===== config.mk =====
export PLATFORM = sky130hd
export DESIGN_NAME = rr_arbiter_fsm
export DESIGN_NICKNAME = d
export VERILOG_FILES = /design/src/rtl/arb_pkg.sv /design/src/rtl/arb_rr_select.sv /design/src/rtl/rr_arbiter_fsm.sv
export SDC_FILE = /design/constraint.sdc
export NUM_CORES = 1
export LEC_CHECK = 0
export CORE_ASPECT_RATIO = 0.6
export CORE_MARGIN = 8
export CORE_UTILIZATION = 25
export DETAILED_ROUTE_END_ITERATION = 7
export MAX_ROUTING_LAYER = met4
export PLACE_DENSITY = 0.4
export SYNTH_ARGS = -nofsm -noshare
export SYNTH_HDL_FRONTEND = slang
export SYNTH_HIERARCHICAL = 1
export SYNTH_SLANG_ARGS = --single-unit

===== constraint.sdc =====
create_clock -name clk -period 3.2 [get_ports clk]
set_clock_uncertainty 0.15 [all_clocks]
set_input_delay 0.32 -clock clk [delete_from_list [all_inputs] [get_ports clk]]
set_output_delay 0.32 -clock clk [all_outputs]
set_load 0.01 [all_outputs]

===== src/rtl/arb_pkg.sv =====
// Shared types and a reference rotating-priority pick for the
// round-robin arbiter.
package arb_pkg;

  typedef enum logic {IDLE, BUSY} arb_state_e;

  localparam int unsigned RR_MAX_N  = 64;
  localparam int unsigned RR_MAX_IW = 6;

  typedef struct packed {
    logic                 found;
    logic [RR_MAX_IW-1:0] idx;
  } rr_pick_t;

  // Rotate req so ptr lands at bit 0, then take the lowest set bit.
  function automatic rr_pick_t rr_pick(
    input logic [RR_MAX_N-1:0] req,
    input int unsigned         n,
    input int unsigned         ptr
  );
    rr_pick_t             r;
    logic [RR_MAX_N-1:0]  rot;
    int unsigned          j;
    r   = '0;
    rot = '0;
    for (int unsigned k = 0; k < RR_MAX_N; k++) begin
      j = ptr + k;
      if (j >= n) j = j - n;
      if (k < n) rot[k] = req[j[RR_MAX_IW-1:0]];
    end
    for (int unsigned k = 0; k < RR_MAX_N; k++) begin
      if (!r.found && rot[k]) begin
        j = ptr + k;
        if (j >= n) j = j - n;
        r.found = 1'b1;
        r.idx   = j[RR_MAX_IW-1:0];
      end
    end
    return r;
  endfunction

endpackage


===== src/rtl/arb_rr_select.sv =====
// Combinational rotating-priority select: first set req bit at or
// after ptr, wrapping modulo N.
module arb_rr_select
  import arb_pkg::*;
#(
  parameter int N  = 8,
  parameter int IW = $clog2(N)
) (
  input  logic [N-1:0]  req,
  input  logic [IW-1:0] ptr,
  output logic          found,
  output logic [IW-1:0] idx
);

  logic [2*N-1:0] dbl;
  logic [2*N-1:0] masked;

  // Upper copy supplies the wrapped candidates below ptr.
  always_comb begin
    dbl    = {req, req};
    masked = '0;
    found  = 1'b0;
    idx    = '0;
    for (int i = 0; i < 2*N; i++) begin
      masked[i] = dbl[i] && (i >= int'(ptr));
    end
    for (int i = 2*N-1; i >= 0; i--) begin
      if (masked[i]) begin
        found = 1'b1;
        idx   = (i >= N) ? IW'(i - N) : IW'(i);
      end
    end
  end

endmodule


===== src/rtl/rr_arbiter_fsm.sv =====
// Registered round-robin arbiter with grant hold and MAX_HOLD
// forced rotation.
module rr_arbiter_fsm
  import arb_pkg::*;
#(
  parameter  int N        = 8,
  parameter  int MAX_HOLD = 16,
  localparam int IW       = $clog2(N)
) (
  input  logic          clk,
  input  logic          rst_n,
  input  logic [N-1:0]  req,
  output logic [N-1:0]  gnt,
  output logic [IW-1:0] gnt_idx,
  output logic          gnt_valid,
  output logic          preempt
);

  localparam int HW = (MAX_HOLD < 1) ? 1 : $clog2(MAX_HOLD + 1);

  arb_state_e    state_q, state_d;
  logic [IW-1:0] ptr_q, ptr_d;
  logic [IW-1:0] idx_q, idx_d;
  logic [HW-1:0] hold_q, hold_d;
  logic [N-1:0]  gnt_q, gnt_d;
  logic          valid_q, valid_d;
  logic          preempt_q, preempt_d;

  logic [IW-1:0] nxt_ptr;
  logic [IW-1:0] sel_ptr;
  logic [IW-1:0] sel_idx;
  logic          sel_found;
  logic          own_req;
  logic          timeout;

  assign own_req = req[idx_q];
  assign nxt_ptr = (idx_q == IW'(N - 1)) ? '0 : idx_q + IW'(1);
  assign timeout = (MAX_HOLD != 0) && (hold_q == HW'(MAX_HOLD));

  // A busy owner only hands over on release or timeout, both of
  // which restart the search just past the owner.
  assign sel_ptr = (state_q == BUSY) ? nxt_ptr : ptr_q;

  arb_rr_select #(
    .N  (N),
    .IW (IW)
  ) u_sel (
    .req   (req),
    .ptr   (sel_ptr),
    .found (sel_found),
    .idx   (sel_idx)
  );

  always_comb begin
    state_d   = state_q;
    ptr_d     = ptr_q;
    idx_d     = idx_q;
    hold_d    = hold_q;
    gnt_d     = gnt_q;
    valid_d   = valid_q;
    preempt_d = 1'b0;
    unique case (state_q)
      IDLE: begin
        if (sel_found) begin
          state_d = BUSY;
          gnt_d   = N'(1) << sel_idx;
          idx_d   = sel_idx;
          valid_d = 1'b1;
          hold_d  = HW'(1);
        end
      end
      BUSY: begin
        if (own_req && !timeout) begin
          if (hold_q != '1) hold_d = hold_q + HW'(1);
        end else begin
          ptr_d = nxt_ptr;
          if (sel_found) begin
            gnt_d     = N'(1) << sel_idx;
            idx_d     = sel_idx;
            valid_d   = 1'b1;
            hold_d    = HW'(1);
            preempt_d = own_req;
          end else begin
            state_d = IDLE;
            gnt_d   = '0;
            valid_d = 1'b0;
            hold_d  = '0;
          end
        end
      end
      default: state_d = IDLE;
    endcase
  end

  always_ff @(posedge clk or negedge rst_n) begin
    if (!rst_n) begin
      state_q   <= IDLE;
      ptr_q     <= '0;
      idx_q     <= '0;
      hold_q    <= '0;
      gnt_q     <= '0;
      valid_q   <= 1'b0;
      preempt_q <= 1'b0;
    end else begin
      state_q   <= state_d;
      ptr_q     <= ptr_d;
      idx_q     <= idx_d;
      hold_q    <= hold_d;
      gnt_q     <= gnt_d;
      valid_q   <= valid_d;
      preempt_q <= preempt_d;
    end
  end

  assign gnt       = gnt_q;
  assign gnt_idx   = idx_q;
  assign gnt_valid = valid_q;
  assign preempt   = preempt_q;

endmodule


==> metrics.md <==
| Metric | Value |
|---|---|
| Largest net degree at the start of global routing | 23 |
| Post-synthesis sequential area ratio | between 30% and 40% |
| Crit path max-delay cell type | dfrtp_1 |
| Gate power share | 67.2% |
| Final net count | 190 |
| CTS Buf Count | 3 |
| Most frequent cells in the layout | dfrtp_1 (22), clkdlybuf4s50_1 (22), nor2_1 (9) |
| Max-Cap Viols | 0 |
| Post-CTS Resized | 0 |
| Starting Density | 25.6% |
| Total wire length | 4350 um |
| CP max stage delay | 510 ps |
| Critical path class | reg2reg |
| Core ar. | 6060 sq um |
| Crit path buf inv count | 0 |
| Die X | 118 um |
| Synth top area cells | dfrtp_1 (35%), mux2_4 (6.8%), a32o_1 (5.2%) |
| Worst-Margin Slew | about 600 ps |
| Crit path DAT | 2880 ps |
| Post-synth top area cell | dfrtp_1 |
| Placed insts | roughly 250 |
| CTS clk-pin slew, worst paths | ~80 ps |
| Die area | 9070 sq um |
| Crit-path cells | ha_1 > ha_1 > mux2_2 > nor2_1 > o21ai_0 > nor2b_1 > a31o_1 > nor2b_1 > a32o_1 |
| Design area | approximately 1900 sq um |
| Netlist cell types | 46 |
| Vias in the first global route | 1351 |
| Non-filler instance count after layout | approximately 260 |
| Vias | 1331 |
| IO Pins | 23 |
| Final TNS setup | 0 ps |
| H-tree levels | 1 |
| CP Max Fanout | 8 |
| Mean Syn Cell Area | 10.4 sq um |
| Final setup fails | 0 |
| Post-DRT Antenna Nets | 0 |
| CTS Buffer Depth | 2 |
| Diodes inserted | 0 |
| Post-synth EDFFs | 0 |
| Yosys top cell area share | 35.5% |
| Sequential group share of total power | 22.8% |
| Post-DP HPWL | 3290 um |
| Slew Limit Fails | 0 |
| Critical path's top delay family | compound AO/OA/AOI/OAI gates |
| Hold Crit Class | in2async |
| Clock root cell | clkbuf_8 |
| Cell-internal power | 0.00114 W |
| Row count | 22 |
| CP endpoint kind | flip-flop |
| Worst skew pair latency | 270 ps |
| # port buffers | 22 |
| #FFs+latches synth | 22 |
| Status | finished clean |
| Clock sinks | 22 |
| Final hold violations | 0 |
| Layout cells sized above 1 | 16.1% |
| Peak VDD IR | 0.000304 V |
| Total congestion overflow | 0 |
| Synth Flop Type | dfrtp_1 |
| Clock network power share | 10.0% |
| Max Fclk | around 350 MHz |
| Power Density | about 1100 nW/um^2 |
| Number of setup buffers added after CTS | 0 |
| # hold bufs at CTS | 0 |
| Max_slew headroom | 59.7% |
| Startpoint Class | flip-flop |
| Leakage power total | 0.793 nW |
| Psw | 0.000911 W |
| Cell Area, Synth | 1550 sq um |
| All-Layer GR Usage | approximately a tenth |
| DRT iter0 DRCs | 86 |
| WP data required | 3210 ps |
| Cells after Synth | 149 |
| First drt pass iteration count | 4 |
| Initial antenna violation count | 0 |
| DRC viols | 0 |
| GP Congestion | 0.847 |
| Reg2Reg Setup Slack | 330 ps |
| RSZ-0062 raised after global routing | no |
| Ys Warns | 6 |
| CTS tree | done |
| Sw Share | between 40% and 50% |
| Layout area overhead | 23.5% |
| Ys async rst share | 100% |
| DR WL/cell | 16.9 um |
| Routed vias/inst | just over 5 |
| Die Span Y | 77.0 um |
| Placed instance area | 1860 sq um |
| Final min period | about 2900 ps |
| Post-route clock period utilization | 89.7% |
| First-pass GRT wire length | 7120 um |
| Syn Nets | 164 |
[power groups by stage]
| stage | clock network, W | registers [W] | logic [W] |
|---|---|---|---|
| floorplan | 0 | 0.000468 | 0.00104 |
| global placement | 0 | 0.000473 | 0.00137 |
| detailed placement | 0 | 0.000474 | 0.00137 |
| CTS | 0.000215 | 0.000471 | 0.00138 |
| global route | 0.000229 | 0.000486 | 0.00152 |
| finish | 0.000206 | 0.000469 | 0.00138 |
[per-stage QoR]
| stage | power (W) | util, % | setup WS [ps] | hold slack, ps |
|---|---|---|---|---|
| global placement | 0.00184 | 30.7 | 411 | 340 |
| CTS | 0.00207 | 31.7 | 333 | 265 |
| detailed placement | 0.00185 | 30.7 | 358 | 334 |
| floorplan | 0.00150 | - | 703 | -126 |
| global route | 0.00223 | 31.7 | 158 | 290 |
| finish | 0.00206 | 31.7 | 331 | 252 |
[worst reg2reg max path, stage by stage (launching register included)]
cell	delay (ps)
dfrtp_1	510
ha_1	260
ha_1	290
mux2_2	340
nor2_1	120
o21ai_0	180
nor2b_1	190
a31o_1	290
nor2b_1	180
a32o_1	280
[metal layers]
layer  vias up  share of wire, %  global-route usage, %
li1        633                 -                      -
met1       659                53                   13.5
met2        33                42                   13.9
met3         6               4.2                   2.49
met4         0               1.3                   2.92
met5         -                 0                      -
[kinds of logic after synthesis]
| group | synth area share (%) |
|---|---|
| mux | 9.60 |
| fa+ha+maj | 4.03 |
| compound gates | 27.5 |
| buf+inv | 5.08 |
| simple gates | 18.3 |
| flops | 35.5 |
[cells in the mapped netlist, types with 5 or more instances]
master / instances
mux2_4: 7
dfrtp_1: 22
ha_1: 5
nor2_1: 9
o31ai_1: 8
nor2b_1: 8
a32o_1: 8
inv_1: 7
[registers in the layout (all words and copies together) (netlist names)]
signal	cells
preempt	1
gnt_valid	1
state_q	1
gnt_idx	3
ptr_q	3
hold_q	5
gnt	8
[final timing paths]
check,cells after the start,from,end
worst min-delay path,2,rst_n,preempt
worst max-delay path,9,gnt_idx[0],gnt[2]
max in group asynchronous,2,rst_n,gnt[7]
worst max register to register,9,gnt_idx[0],gnt[2]
worst min register to register,1,gnt[0],gnt[0]
min in group clk,1,gnt[0],gnt[0]
[area by class of cell]
class                           count  area, sq um
Sequential cell                    22          551
Multi-Input combinational cell    114          922
Clock buffer                        4         55.1
Tap cell                           84          105
Fill cell                         616         4140
Inverter                            7         26.3
Timing Repair Buffer               27          258
(Power assumes the default switching activity.)
